### src/rtl/cpu_pkg.sv
`default_nettype none
// ============================================================================
//  Module      : cpu_pkg
//  Description : Constants and helpers shared by the ID-stage hazard logic
//                and the EX-stage forwarding logic.
//                - ZeroReg          : hard-wired zero register address
//                - RUN / MEM_WAIT   : stall-unit FSM encoding
//                - FWD_SEL_*        : forwarding-mux select encodings
//                - reg_match()      : source-operand match against a dest
//  Revision    : 1.0 - initial release
// ============================================================================
package cpu_pkg;

    localparam logic [4:0] ZeroReg = 5'b00000;

    localparam int         STATE_W  = 1;
    localparam logic [0:0] RUN      = 1'b0;
    localparam logic [0:0] MEM_WAIT = 1'b1;

    // Operand-select encodings used by the EX-stage forwarding mux.
    localparam logic [1:0] FWD_SEL_REG   = 2'b00;
    localparam logic [1:0] FWD_SEL_MEMWB = 2'b01;
    localparam logic [1:0] FWD_SEL_EXMEM = 2'b10;

    // A destination matches the ID instruction when it is a real register and
    // equals rs, or equals rt while rt is actually read as a source.
    function automatic logic reg_match(input logic [4:0] dest,
                                       input logic [4:0] rs,
                                       input logic [4:0] rt,
                                       input logic       uses_rt);
        return (dest != ZeroReg) && ((dest == rs) || (uses_rt && (dest == rt)));
    endfunction

endpackage
`default_nettype wire

### src/rtl/hazard_detect.sv
`default_nettype none
// ============================================================================
//  Module      : hazard_detect
//  Description : Combinational detection of hazards that bypassing cannot
//                cover: load-use, and branch operands produced by an
//                instruction still in EX (any writer) or MEM (loads only).
//  Ports       : i_rs/i_rt/i_uses_rt/i_branch - ID instruction sources
//                i_ex_memread/i_ex_regwrite/i_ex_rd - EX instruction
//                i_mem_memread/i_mem_rd            - MEM instruction
//                o_hz                               - stall ID this cycle
//  Revision    : 1.0 - initial release
// ============================================================================
module hazard_detect
    import cpu_pkg::*;
(
    input  logic [4:0] i_rs,
    input  logic [4:0] i_rt,
    input  logic       i_uses_rt,
    input  logic       i_branch,
    input  logic       i_ex_memread,
    input  logic       i_ex_regwrite,
    input  logic [4:0] i_ex_rd,
    input  logic       i_mem_memread,
    input  logic [4:0] i_mem_rd,
    output logic       o_hz
);

    logic w_ex_match;
    logic w_mem_match;

    assign w_ex_match  = reg_match(i_ex_rd,  i_rs, i_rt, i_uses_rt);
    assign w_mem_match = reg_match(i_mem_rd, i_rs, i_rt, i_uses_rt);

    // Branches compare in ID, so they need the value one stage earlier than
    // ALU consumers: an ALU result in EX stalls one cycle, a load stalls until
    // it has left MEM.
    assign o_hz = (i_ex_memread && w_ex_match)
               || (i_branch && ((i_ex_regwrite && w_ex_match)
                             || (i_mem_memread && w_mem_match)));

endmodule
`default_nettype wire

### src/rtl/hazard_stall_unit.sv
`default_nettype none
// ============================================================================
//  Module      : hazard_stall_unit
//  Description : Pipeline stall/flush/freeze control. Stalls IF/ID with an
//                ID/EX bubble on unresolvable data hazards, flushes IF/ID on
//                taken branches and jumps, and freezes the pipeline while a
//                data-memory access in MEM waits for its acknowledge.
//  Ports       : clk_i, rst_i (async, active-low)
//                IF_ID_* / ID_EX_* / EX_MEM_* - stage information
//                Branch_taken_i, Jump_i, dmem_ack_i
//                PC_Write_o, IF_ID_Write_o, IF_ID_Flush_o, ID_EX_Bubble_o,
//                Pipe_Hold_o, MEM_WB_Bubble_o, dmem_req_o,
//                stall_cnt_o (saturating), err_o (sticky timeout)
//  Revision    : 1.0 - initial release
// ============================================================================
module hazard_stall_unit
    import cpu_pkg::*;
#(
    parameter int unsigned TIMEOUT = 255
) (
    input  logic        clk_i,
    input  logic        rst_i,
    input  logic [4:0]  IF_ID_RsAddr_i,
    input  logic [4:0]  IF_ID_RtAddr_i,
    input  logic        IF_ID_UsesRt_i,
    input  logic        IF_ID_Branch_i,
    input  logic        Branch_taken_i,
    input  logic        Jump_i,
    input  logic        ID_EX_MemRead_i,
    input  logic        ID_EX_RegWrite_i,
    input  logic [4:0]  ID_EX_RdAddr_i,
    input  logic        EX_MEM_MemRead_i,
    input  logic        EX_MEM_MemAccess_i,
    input  logic [4:0]  EX_MEM_RdAddr_i,
    input  logic        dmem_ack_i,
    output logic        PC_Write_o,
    output logic        IF_ID_Write_o,
    output logic        IF_ID_Flush_o,
    output logic        ID_EX_Bubble_o,
    output logic        Pipe_Hold_o,
    output logic        MEM_WB_Bubble_o,
    output logic        dmem_req_o,
    output logic [15:0] stall_cnt_o,
    output logic        err_o
);

    localparam logic [7:0] c_TIMEOUT = 8'(TIMEOUT);

    logic [STATE_W-1:0] r_state;
    logic [STATE_W-1:0] w_next_state;
    logic [7:0]         r_wait_cnt;
    logic [15:0]        r_stall_cnt;
    logic               r_err;
    logic               w_hz;
    logic               w_hold;
    logic               w_req;

    hazard_detect u_hazard_detect (
        .i_rs          (IF_ID_RsAddr_i),
        .i_rt          (IF_ID_RtAddr_i),
        .i_uses_rt     (IF_ID_UsesRt_i),
        .i_branch      (IF_ID_Branch_i),
        .i_ex_memread  (ID_EX_MemRead_i),
        .i_ex_regwrite (ID_EX_RegWrite_i),
        .i_ex_rd       (ID_EX_RdAddr_i),
        .i_mem_memread (EX_MEM_MemRead_i),
        .i_mem_rd      (EX_MEM_RdAddr_i),
        .o_hz          (w_hz)
    );

    // ---------------- FSM: state register ----------------
    always_ff @(posedge clk_i or negedge rst_i) begin
        if (!rst_i) begin
            r_state <= RUN;
        end else begin
            r_state <= w_next_state;
        end
    end

    // ---------------- FSM: next state ----------------
    always_comb begin
        w_next_state = r_state;
        case (r_state)
            RUN:      if (EX_MEM_MemAccess_i && !dmem_ack_i) w_next_state = MEM_WAIT;
            MEM_WAIT: if (dmem_ack_i)                        w_next_state = RUN;
            default:  w_next_state = RUN;
        endcase
    end

    // ---------------- FSM: outputs ----------------
    // The ack cycle itself is not held, so the pipeline advances on the same
    // edge that returns the FSM to RUN.
    always_comb begin
        w_req  = 1'b0;
        w_hold = 1'b0;
        case (r_state)
            RUN: begin
                w_req  = EX_MEM_MemAccess_i;
                w_hold = EX_MEM_MemAccess_i && !dmem_ack_i;
            end
            MEM_WAIT: begin
                w_req  = 1'b1;
                w_hold = !dmem_ack_i;
            end
            default: begin
                w_req  = 1'b0;
                w_hold = 1'b0;
            end
        endcase
    end

    // ---------------- wait counter and sticky timeout ----------------
    // wait_cnt counts cycles spent holding for the current access; it
    // saturates so a very long wait cannot wrap below TIMEOUT.
    always_ff @(posedge clk_i or negedge rst_i) begin
        if (!rst_i) begin
            r_wait_cnt <= 8'd0;
            r_err      <= 1'b0;
        end else begin
            if (w_next_state == RUN) begin
                r_wait_cnt <= 8'd0;
            end else if (r_state == RUN) begin
                r_wait_cnt <= 8'd1;
            end else if (r_wait_cnt != 8'hFF) begin
                r_wait_cnt <= r_wait_cnt + 8'd1;
            end

            if ((r_state == MEM_WAIT) && !dmem_ack_i && (r_wait_cnt >= c_TIMEOUT)) begin
                r_err <= 1'b1;
            end
        end
    end

    // ---------------- stall statistics ----------------
    always_ff @(posedge clk_i or negedge rst_i) begin
        if (!rst_i) begin
            r_stall_cnt <= 16'd0;
        end else if (!PC_Write_o && (r_stall_cnt != 16'hFFFF)) begin
            r_stall_cnt <= r_stall_cnt + 16'd1;
        end
    end

    // ---------------- priority mux: hold > hz > flush ----------------
    // A taken-branch indication is meaningless while hz is raised because the
    // branch compared stale operands; hz therefore masks the flush.
    assign Pipe_Hold_o     = w_hold;
    assign MEM_WB_Bubble_o = w_hold;
    assign PC_Write_o      = !w_hold && !w_hz;
    assign IF_ID_Write_o   = !w_hold && !w_hz;
    assign ID_EX_Bubble_o  = !w_hold && w_hz;
    assign IF_ID_Flush_o   = !w_hold && !w_hz && (Branch_taken_i || Jump_i);
    assign dmem_req_o      = w_req;
    assign stall_cnt_o     = r_stall_cnt;
    assign err_o           = r_err;

endmodule
`default_nettype wire
### config.mk
export PLATFORM = sky130hd
export DESIGN_NAME = hazard_stall_unit
export DESIGN_NICKNAME = d
export VERILOG_FILES = /design/src/rtl/cpu_pkg.sv /design/src/rtl/hazard_detect.sv /design/src/rtl/hazard_stall_unit.sv
export SDC_FILE = /design/constraint.sdc
export NUM_CORES = 1
export LEC_CHECK = 0
export ABC_AREA = 0
export BUFFER_PORTS_ARGS = -buffer_cell sky130_fd_sc_hd__buf_2
export CAP_MARGIN = 20
export CORE_MARGIN = 2
export CORE_UTILIZATION = 49
export CTS_CLUSTER_DIAMETER = 120
export DETAILED_ROUTE_END_ITERATION = 10
export GPL_TIMING_DRIVEN = 0
export PLACE_DENSITY = 0.82
export SLEW_MARGIN = 20
export SYNTH_ARGS = -nofsm -noshare
export SYNTH_HDL_FRONTEND = slang
export SYNTH_SLANG_ARGS = --single-unit
### constraint.sdc
create_clock -name clk_i -period 3 [get_ports clk_i]
set_input_delay 0.6 -clock clk_i [delete_from_list [all_inputs] [get_ports clk_i]]
set_output_delay 0.6 -clock clk_i [all_outputs]
set_load 0.005 [all_outputs]
==> metrics.md, run 1 <==
| Metric | Value |
|---|---|
| Die ar. | `0.00368 mm²` |
| Core Area | `0.00305 mm²` |
| Status | `finished clean` |
| Clock Latency Late Sink | `0.32 ns` |
| Number of global-route vias before repair | `1,358` |
| Synth Instances | `162` |
| Initial antenna violation count | `0` |
| Setup violators final | `0` |
| Sink Count | `26` |
| WL/cell | `12.6 µm` |
| Maximum clock frequency | `358 MHz` |
| CP required | `2.40 ns` |
| Area Overhead vs Synth | `24.0%` |
| GRT Util Overall | `19.5%` |
| Cts hold-fix bufs | `0` |
| Via count | `1,386` |
| Vias per cell | `5.25` |
| PostCTS Resize Cnt | `0` |
| Global-route wire length before repair | `5.53 mm` |
| Max_cap viols | `0` |
| Final Core Density | `63.9%` |
| Critical path type | `input port to primary output` |
| Critical Path Start Type | `input port` |
| Ports | `55` |
| Syn Nets | `195` |
| Sequential element share of the synthesized area | `41.3%` |
| Initial Util | `51.6%` |
| Final antenna-violating net count | `0` |
| Pin count of the biggest net entering global routing | `27` |
| Critical path peak fanout | `10` |
| Initial drt markers | `52` |
| Mean post-synth cell area | `9.72 µm²` |
| Num CTS Buffers | `3` |
| Die H | `60.7 µm` |
| GRT overflow | `0` |
| Min-delay worst type | `input port to asynchronous set/reset pin` |
| Period utilisation layout | `93.2%` |
| Slew Limit Fails | `0` |
| Yosys cell types | `37` |
| Setup TNS | `0 ns` |
| Met3 Wirelength | `126 µm` |
| Clock-pin slew on the worst setup and hold paths | `0.14 ns` |
| Row count | `20` |
| Hold Vio Cnt, Final | `0` |
| GPL Wtd Cong | `0.830` |
| RSZ-0062 raised after global routing | `false` |
| Max Used Layer | `met4` |
| Synth Cell Area | `0.00157 mm²` |
| Dpl cells | `260` |
| H-tree depth | `1` |
| Post-Route WL | `3.32 mm` |
| Final #Nets | `254` |
| Leak | `0.000929 µW` |
| Actual slew at the worst max-slew pin | `0.559 ns` |
| Commonest non-fill, non-tap cells in the layout | `54 x buf_2, 26 x xnor2_1, 26 x dfrtp_1` |
| Crit path DAT | `2.20 ns` |
| Drt drc | `0` |
| Post-CTS setup buffer count | `0` |
| Worst VDD drop | `0.246 mV` |
| Met1 wire length | `1.52 mm` |
| YS warnings | `0` |
| Area after DPL | `0.00190 mm²` |
| 1st-pass router iterations | `4` |
| Fin area | `0.00195 mm²` |
| Share of layout cells above drive strength 1 | `30.5%` |
| Pwr per Cell Area | `486 mW/mm²` |
| Max Clock Skew | `0.0103 ns` |
| Final min period | `2.80 ns` |
| Final non-filler cell total | `264` |
| # port buffers | `54` |
| Met2 WL | `1.66 mm` |
| Die width | `60.7 µm` |
| Synthesized flop and latch total | `26` |
| # diodes | `0` |
| Detailed placement HPWL | `2.58 mm` |
| CTS tree | `yes` |
| Worst slew margin | `62.7%` |
| Largest buffer count on any clock path | `2` |
| Crit. End Element | `primary output` |
| Commonest non-fill, non-tap cell in the layout | `buf_2` |
| Root Buffer | `clkbuf_4` |
[metrics by stage]
step,hold slack [ns],power (µW),worst slack (ns)
final,0.245,949,0.204
after global routing,0.275,1020,0.153
after CTS,0.253,961,0.202
after detailed placement,0.460,720,0.207
after global placement,0.459,709,0.204
after floorplan,0.304,595,0.509
[path summary, 6_finish.rpt]
check / from / to / slack [ns] / depth (start not counted)
max: EX_MEM_RdAddr_i[1] / PC_Write_o / 0.20 / 8
min: rst_i / stall_cnt_o[7] / 0.24 / 1
max reg2reg: stall_cnt_o[6] / stall_cnt_o[1] / 0.77 / 7
min reg2reg: err_o / err_o / 0.49 / 1
max in group asynchronous: rst_i / r_wait_cnt[1] / 2.38 / 1
min in group clk_i: dmem_ack_i / r_wait_cnt[0] / 0.44 / 2
[synth_stat cells (all sizes together)]
master / instances / area (µm²)
a221o: 1 / 10.0
mux2: 2 / 22.5
o21bai: 1 / 7.51
nor2b: 1 / 6.26
o21ai: 2 / 10.0
nor3: 8 / 45.0
or3: 2 / 12.5
nand2: 8 / 30.0
a22oi: 1 / 7.51
buf: 3 / 26.3
and4: 1 / 8.76
nand2b: 1 / 6.26
o22ai: 2 / 18.8
nand4: 5 / 31.3
a21boi: 1 / 7.51
ha: 2 / 25.0
nor4: 1 / 6.26
inv: 2 / 12.5
xnor2: 27 / 244
or4: 1 / 11.3
or2: 1 / 6.26
nand3b: 1 / 7.51
nor2: 11 / 41.3
o311a: 1 / 10.0
nand3: 18 / 90.1
mux2i: 2 / 20.0
dfrtp: 26 / 651
clkbuf: 4 / 15.0
a21oi: 5 / 25.0
and3: 10 / 62.6
xor2: 10 / 87.6
a311oi: 1 / 8.76
[critical path, stage by stage]
cell	delay, ns
buf_2	0.13
or3_1	0.38
o311a_1	0.31
a221o_1	0.34
buf_6	0.15
inv_6	0.09
buf_4	0.10
buf_2	0.09
[metal layers]
metal  vias up  GRT usage [%]
met2        39           35.2
met3         2           2.13
met1       661           24.8
met4         0           5.28
met5         -              0
li1        684              -
[sequential cells by signal (all words and copies together) (netlist names)]
register / flops
err_o: 1
r_state: 1
r_wait_cnt: 8
stall_cnt_o: 16
[power by group]
part | internal [µW] | switching (µW)
combinational | 134 | 120
sequential | 402 | 56.4
clock | 135 | 102
[cell type report]
type	count	area (µm²)
Multi-Input combinational cell	127	870
Tap cell	44	55.1
Sequential cell	26	651
Buffer	7	41.3
Timing Repair Buffer	54	270
Fill cell	264	1100
Clock inverter	1	30.0
Inverter	2	12.5
Clock buffer	3	22.5
[cells by family after synthesis]
logic type / after synthesis / share of synthesized area [%]
and+or+nand+nor: 69 / 23.2
xor gates and xnor gates: 37 / 21.1
DFF: 26 / 41.3
AOI/OAI and AO/OA: 15 / 6.68
buffers and inverters: 9 / 3.42
muxes: 4 / 2.70
adders and majority gates: 2 / 1.59
(Power assumes the default switching activity.)
==> run 2, diff against run 1 <==
Settings changed: GPL_TIMING_DRIVEN 0 to not set.
==> run 2 against run 1 <==
  * Sequential share of layout area grew 0.88 points
  * First-iteration DRC count shrank 7.7%
  * Largest cell class unchanged
  * Worst setup slack gained 0.11 ns
  * Clock power shrank 24%
  * Critical endpoint unchanged
  * Flip-flop and latch count is the same
  * Core utilization shrank 1.6 points
  * Cell count shrank 2.3%
==> metrics.md, run 2 (synthesized netlist as in run 1, its figures left out) <==
| Metric | Value |
|---|---|
| CP required | `2.40 ns (about the same)` |
| Final non-filler cell total | `258 (-2.3%)` |
| Hold Vio Cnt, Final | `0 (unchanged)` |
| Reg2Reg Launch Point | `stall_cnt_o[6]` |
| Final min period | `2.68 ns (-0.112 ns)` |
| Number of global-route vias before repair | `1,225 (-9.8%)` |
| Initial drt markers | `48 (-7.7%)` |
| Crit-path leading delay family | `compound AO/OA/AOI/OAI gates` |
| RSZ-0062 raised after global routing | `false` |
| # diodes | `0 (unchanged)` |
| Final WS setup | `0.317 ns (+0.112 ns)` |
| Worst path cell trace | `buf_2 > or3_1 > o311a_1 > a221o_1 > inv_6 > buf_2` |
| Worst VDD drop | `0.221 mV (-10%)` |
| Launch point of the critical path | `EX_MEM_RdAddr_i[1]` |
| Delay of the slowest cell on the worst path | `0.43 ns (+0.05 ns)` |
| Commonest non-fill, non-tap cells in the layout | `54 x buf_2, 26 x xnor2_1, 26 x dfrtp_1` |
| Crit path DAT | `2.08 ns (-0.12 ns)` |
| CTS tree | `yes` |
| Maximum clock frequency | `373 MHz (+4.2%)` |
| Row count | `20 (unchanged)` |
| Period utilisation layout | `89.4% (-3.7 points)` |
| Pin count of the biggest net entering global routing | `27 (unchanged)` |
| Max Clock Skew | `0.00495 ns (-0.00530 ns)` |
| Num CTS Buffers | `3 (unchanged)` |
| Routing usage on met2 | `31.5% (-3.7 points)` |
| H-tree depth | `1 (unchanged)` |
| Critical Path End | `PC_Write_o` |
| M1 GR Usage | `24.2% (-0.57 points)` |
| Dpl cells | `254 (-2.3%)` |
| R2R depth | `6 (-1)` |
| Area after DPL | `0.00187 mm² (-1.8%)` |
| Busiest grt layer | `met2` |
| Post-CTS setup buffer count | `0 (unchanged)` |
| Critical path type | `input port to primary output` |
| Global-route wire length before repair | `5.22 mm (-5.7%)` |
| Min-delay worst type | `input port to asynchronous set/reset pin` |
| Initial Util | `51.6% (unchanged)` |
| Cts hold-fix bufs | `0 (unchanged)` |
| DP Worst Slack | `0.316 ns (+0.108 ns)` |
| Vias per cell | `5.27 (+0.41%)` |
| Sink Count | `26 (unchanged)` |
| Die H | `60.7 µm (unchanged)` |
| Crit. End Element | `primary output` |
| Largest buffer count on any clock path | `2 (unchanged)` |
| Flop2flop setup slack | `0.87 ns (+0.10 ns)` |
| Max reg flops | `16 (unchanged)` |
| Fillers | `264 (unchanged)` |
| 1st-pass router iterations | `4 (unchanged)` |
| Critical Path Start Type | `input port` |
| Detailed placement HPWL | `2.54 mm (-1.6%)` |
| GRT Util Overall | `18.8% (-0.73 points)` |
| Reg-to-reg endpoint | `stall_cnt_o[1]` |
| Via count | `1,360 (-1.9%)` |
| Post-Route WL | `3.22 mm (-3.0%)` |
| Ports | `55 (unchanged)` |
| Crit path max-delay cell type | `a221o_1` |
| Leak | `0.000907 µW (-2.4%)` |
| Fin area | `0.00190 mm² (-2.6%)` |
| Pwr per Cell Area | `461 mW/mm² (-5.1%)` |
| Actual slew at the worst max-slew pin | `0.561 ns (+0.00186 ns)` |
| Clock-pin slew on the worst setup and hold paths | `0.14 ns (about the same)` |
| GR Layer Usage met3 | `2.35% (+0.21 points)` |
| WP depth | `6 (-2)` |
| Die width | `60.7 µm (unchanged)` |
| Initial antenna violation count | `0 (unchanged)` |
| # port buffers | `54 (unchanged)` |
| Worst slew margin | `62.6% (-0.12 points)` |
| WL/cell | `12.5 µm (-0.76%)` |
| GPL Wtd Cong | `0.817 (-1.6%)` |
| Drt drc | `0 (unchanged)` |
| GRT overflow | `0 (unchanged)` |
| Setup TNS | `0 ns (unchanged)` |
| Top cell by count, worst path | `buf_2` |
| Clock Latency Late Sink | `0.33 ns (about the same)` |
| PostCTS Resize Cnt | `0 (unchanged)` |
| Final #Nets | `248 (-2.4%)` |
| Root Buffer | `clkbuf_4` |
| CP bufs+invs | `3 (-2)` |
| Area Overhead vs Synth | `20.8%` |
| Core Area | `0.00305 mm² (unchanged)` |
| Commonest non-fill, non-tap cell in the layout | `buf_2` |
| Die ar. | `0.00368 mm² (unchanged)` |
| Setup violators final | `0 (unchanged)` |
| Max_cap viols | `0 (unchanged)` |
| Final antenna-violating net count | `0 (unchanged)` |
| Share of layout cells above drive strength 1 | `30.4% (-0.081 points)` |
| Slew Limit Fails | `0 (unchanged)` |
| Status | `finished clean` |
| Critical path peak fanout | `10 (unchanged)` |
==> run 2: cell types whose count changed in the layout (fill, tap and decap cells not counted), sizes merged <==
cell    previous run  this run
buf               57        55
bufinv             1         0
clkbuf             7         4
==> run 2: how the worst min path moves through the flow <==
stage,slack [ns],depth (start not counted),start,to
after floorplan,0.30,0,rst_i,err_o
after global placement,0.46,1,err_o,err_o
after detailed placement,0.46,1,err_o,err_o
after CTS,0.25,1,rst_i,stall_cnt_o[1]
after global routing,0.26,1,rst_i,r_wait_cnt[5]
final,0.24,1,rst_i,stall_cnt_o[9]
==> run 2: layout make-up <==
class	count	area, µm²	share of cell area (%)
timing repair buffer	55	278	14.6
tap	44	55.1	2.89
clock buffer	4	36.3	1.91
inverter	2	12.5	0.658
multi-input combinational	127	870	45.7
sequential	26	651	34.2
==> run 2: through the flow <==
| step | power [µW] | utilization (%) | hold WS [ns] |
|---|---|---|---|
| floorplan | 595 | - | 0.304 |
| global placement | 705 | 61.1 | 0.459 |
| detailed placement | 710 | 61.1 | 0.463 |
| CTS | 890 | 62.3 | 0.252 |
| global route | 937 | 62.3 | 0.263 |
| finish | 877 | 62.3 | 0.237 |
==> run 2: worst reg2reg max path, cell delays in order (launching register included) <==
cell and delay, ns:
dfrtp_1 0.45, and3_1 0.23, and3_1 0.23, nand3_1 0.15, or3_1 0.49, nand2_1 0.15
mux2_1 0.33
==> run 2: metal layers <==
metal | vias to the layer above | share of wire (%)
met4 | 0 | 1.3
met1 | 629 | 44
li1 | 680 | -
met2 | 48 | 50
met5 | - | 0
met3 | 3 | 4.9
==> run 2: report_power, final <==
part / internal (µW) / switching, µW
combinational: 127 / 105
clock: 74.4 / 105
sequential: 402 / 63.9
==> run 3, diff against run 2 <==
Settings changed: ABC_AREA 0 to 1, CORE_UTILIZATION 49 to 52, PLACE_DENSITY 0.82 to 0.83.
==> run 3 against run 2 <==
  * Clock power increased by 25%
  * Flip-flop and latch count unchanged
  * Cell count is 52% higher
  * Largest power group unchanged
==> metrics.md, run 3 <==
| Metric | Value |
|---|---|
| WL/cell | `10.3 µm (-17%)` |
| Max Clock Skew | `0.00550 ns (+0.000554 ns)` |
| Leak | `0.00133 µW (+46%)` |
| GPL Wtd Cong | `0.932 (+14%)` |
| Commonest cells post-synth | `101 x nand2_1, 51 x inv_1, 31 x nand3_1` |
| Period utilisation layout | `78.1% (-11 points)` |
| Crit-path leading delay family | `simple AND/OR/NAND/NOR gates` |
| Maximum clock frequency | `427 MHz (+14%)` |
| 1st-pass router iterations | `4 (unchanged)` |
| Register share of total power | `48.4% (-4.7 points)` |
| Worst slew margin | `62.5% (-0.11 points)` |
| # diodes | `0 (unchanged)` |
| Critical Path End | `IF_ID_Flush_o` |
| CTS tree | `yes` |
| Multi-input logic area | `0.00102 mm² (+17%)` |
| Ranking of synthesized cells by area | `dfrtp_1 34%, nand2_1 20%, inv_1 10%` |
| Sink Count | `26 (unchanged)` |
| Final antenna-violating net count | `0 (unchanged)` |
| GRT Util Overall | `20.9% (+2.1 points)` |
| Share of layout cells above drive strength 1 | `20.6% (-9.8 points)` |
| Max reg flops | `16 (unchanged)` |
| Reg-to-reg endpoint | `stall_cnt_o[14]` |
| CP required | `2.40 ns (about the same)` |
| Async set-reset flop share out of synthesis | `100% (unchanged)` |
| Syn Nets | `324 (+66%)` |
| Status | `finished clean` |
| Area Overhead vs Synth | `18.0%` |
| NetSw | `270 µW (-1.3%)` |
| Power share of the clock group | `26.0% (+5.6 points)` |
| Ports | `55 (unchanged)` |
| Setup violators final | `0 (unchanged)` |
| Core Area | `0.00361 mm² (+18%)` |
| Max_cap viols | `0 (unchanged)` |
| H-tree depth | `1 (unchanged)` |
| EDFF count, synth | `0 (unchanged)` |
| Detailed placement HPWL | `3.21 mm (+27%)` |
| Initial antenna violation count | `0 (unchanged)` |
| Pwr per Cell Area | `381 mW/mm² (-17%)` |
| GRT overflow | `0 (unchanged)` |
| Fillers | `332 (+26%)` |
| Actual slew at the worst max-slew pin | `0.563 ns (+0.00169 ns)` |
| Pin count of the biggest net entering global routing | `27 (unchanged)` |
| Launch point of the critical path | `ID_EX_RdAddr_i[2]` |
| Area leader, netlist | `dfrtp_1` |
| Num CTS Buffers | `3 (unchanged)` |
| Commonest non-fill, non-tap cells in the layout | `101 x nand2_1, 54 x buf_2, 51 x inv_1` |
| Final min period | `2.34 ns (-0.339 ns)` |
| Min-delay worst type | `input port to asynchronous set/reset pin` |
| CP bufs+invs | `3 (unchanged)` |
| Row count | `22 (+10%)` |
| Storage cell area | `651 µm² (unchanged)` |
| YS warnings | `0 (unchanged)` |
| Number of global-route vias before repair | `1,780 (+45%)` |
| Post-CTS setup buffer count | `0 (unchanged)` |
| Die width | `64.7 µm (+6.6%)` |
| Die ar. | `0.00419 mm² (+14%)` |
| Crit path DAT | `1.74 ns (-0.34 ns)` |
| Critical path type | `input port to primary output` |
| Post-Route WL | `4.05 mm (+26%)` |
| Vias per cell | `4.94 (-6.3%)` |
| Synthesized flop and latch total | `26 (unchanged)` |
| Gate power share | `25.6% (-0.9 points)` |
| Critical Path Start Type | `input port` |
| Clock-pin slew on the worst setup and hold paths | `0.09 ns (-0.05 ns)` |
| Clock Latency Late Sink | `0.27 ns (-0.06 ns)` |
| Internal power | `591 µW (-2.1%)` |
| Hold Vio Cnt, Final | `0 (unchanged)` |
| Mean post-synth cell area | `6.58 µm² (-32%)` |
| Drt drc | `0 (unchanged)` |
| Sequential element share of the synthesized area | `34.0% (-7.4 points)` |
| Largest buffer count on any clock path | `2 (unchanged)` |
| RSZ-0062 raised after global routing | `false` |
| Final #Nets | `379 (+53%)` |
| Die H | `64.7 µm (+6.6%)` |
| WP depth | `11 (+5)` |
| Share of the synthesized area in the top cell type | `34.0% (-7.4 points)` |
| Synth Instances | `291 (+80%)` |
| Top cell by count, worst path | `nand2_1` |
| R2R depth | `7 (+1)` |
| Switching Share | `31.4% (+0.17 points)` |
| Count leader, synth | `nand2_1` |
| Initial Util | `53.1% (+1.6 points)` |
| Critical path peak fanout | `25 (+15)` |
| Root Buffer | `clkbuf_8` |
| Yosys cell types | `29 (-22%)` |
| Cts hold-fix bufs | `0 (unchanged)` |
| Crit. End Element | `primary output` |
| Crit path max-delay cell type | `nand3_4` |
| Flop2flop setup slack | `1.17 ns (+0.30 ns)` |
| Slew Limit Fails | `0 (unchanged)` |
| Synth Cell Area | `0.00192 mm² (+22%)` |
| PostCTS Resize Cnt | `0 (unchanged)` |
| Global-route wire length before repair | `7.13 mm (+37%)` |
| Ys flop type | `dfrtp_1` |
| Reg2Reg Launch Point | `stall_cnt_o[0]` |
| Min Hold Slack | `0.309 ns (+0.0712 ns)` |
| Setup TNS | `0 ns (unchanged)` |
| Worst VDD drop | `0.164 mV (-26%)` |
| # port buffers | `54 (unchanged)` |
| Commonest non-fill, non-tap cell in the layout | `nand2_1` |
| Delay of the slowest cell on the worst path | `0.25 ns (-0.18 ns)` |
| Worst path cell trace | `buf_2 > inv_1 > nand2_1 > o21ai_0 > nor2_1 > nand3_1 > nand2_1 > nand2_1 > nand3_4 > nor2_1 > buf_2` |
| Via count | `1,941 (+43%)` |
| Initial drt markers | `162 (+240%)` |
run 3: how the worst min path moves through the flow:
stage,end,cells past startpoint
after floorplan,err_o,0
after global placement,err_o,2
after detailed placement,err_o,2
after CTS,r_wait_cnt[3],1
after global routing,r_wait_cnt[3],1
final,r_wait_cnt[4],1
run 3: worst reg2reg max path: stages (launching register included):
cell and delay [ns]:
dfrtp_1 0.41, ha_1 0.22, nand3_2 0.13, nor3_4 0.28, nand4_4 0.28, nand2_2 0.27, nand2_1 0.10, nand2_1 0.08
run 3: final cells by class:
| cell class | count | area share, % |
|---|---|---|
| clock buffer | 4 | 2.44 |
| inverter | 53 | 8.80 |
| multi-input combinational | 207 | 45.0 |
| sequential | 26 | 28.8 |
| tap | 48 | 2.66 |
| timing repair buffer | 55 | 12.3 |
run 3: power groups by stage:
stage	registers (µW)	logic, µW	clock network, µW
CTS	417	223	228
detailed placement	423	222	0
global route	422	252	242
finish	416	220	224
global placement	422	217	0
floorplan	422	136	0
run 3: routing by layer:
metal,track usage (%),vias to the layer above,wire length [µm]
met3,2.60,10,218
li1,-,1005,-
met5,0,-,0
met1,26.1,852,1780
met2,37.0,74,1960
met4,7.18,0,90
run 3: per-stage QoR:
stage	cells	total power, µW	worst slack [ns]	utilization (%)	cell area (µm²)
4_1_cts	393	867	0.649	62.7	2260
6_report	393	861	0.656	62.7	2260
5_1_grt	393	916	0.505	62.7	2260
3_5_place_dp	389	645	0.653	61.1	2200
3_3_place_gp	389	638	0.666	61.1	2200
2_1_floorplan	291	557	0.899	-	1920
run 3: cell families after synthesis:
| logic type | count (synthesis) | synth area share, % |
|---|---|---|
| AND/OR/NAND/NOR | 176 | 41.2 |
| buffers and inverters | 58 | 12.9 |
| flip-flops | 26 | 34.0 |
| AO/OA/AOI/OAI | 18 | 5.49 |
| XOR/XNOR | 10 | 4.57 |
| adder cells (fa/ha/maj) | 2 | 1.31 |
| multiplexers | 1 | 0.523 |
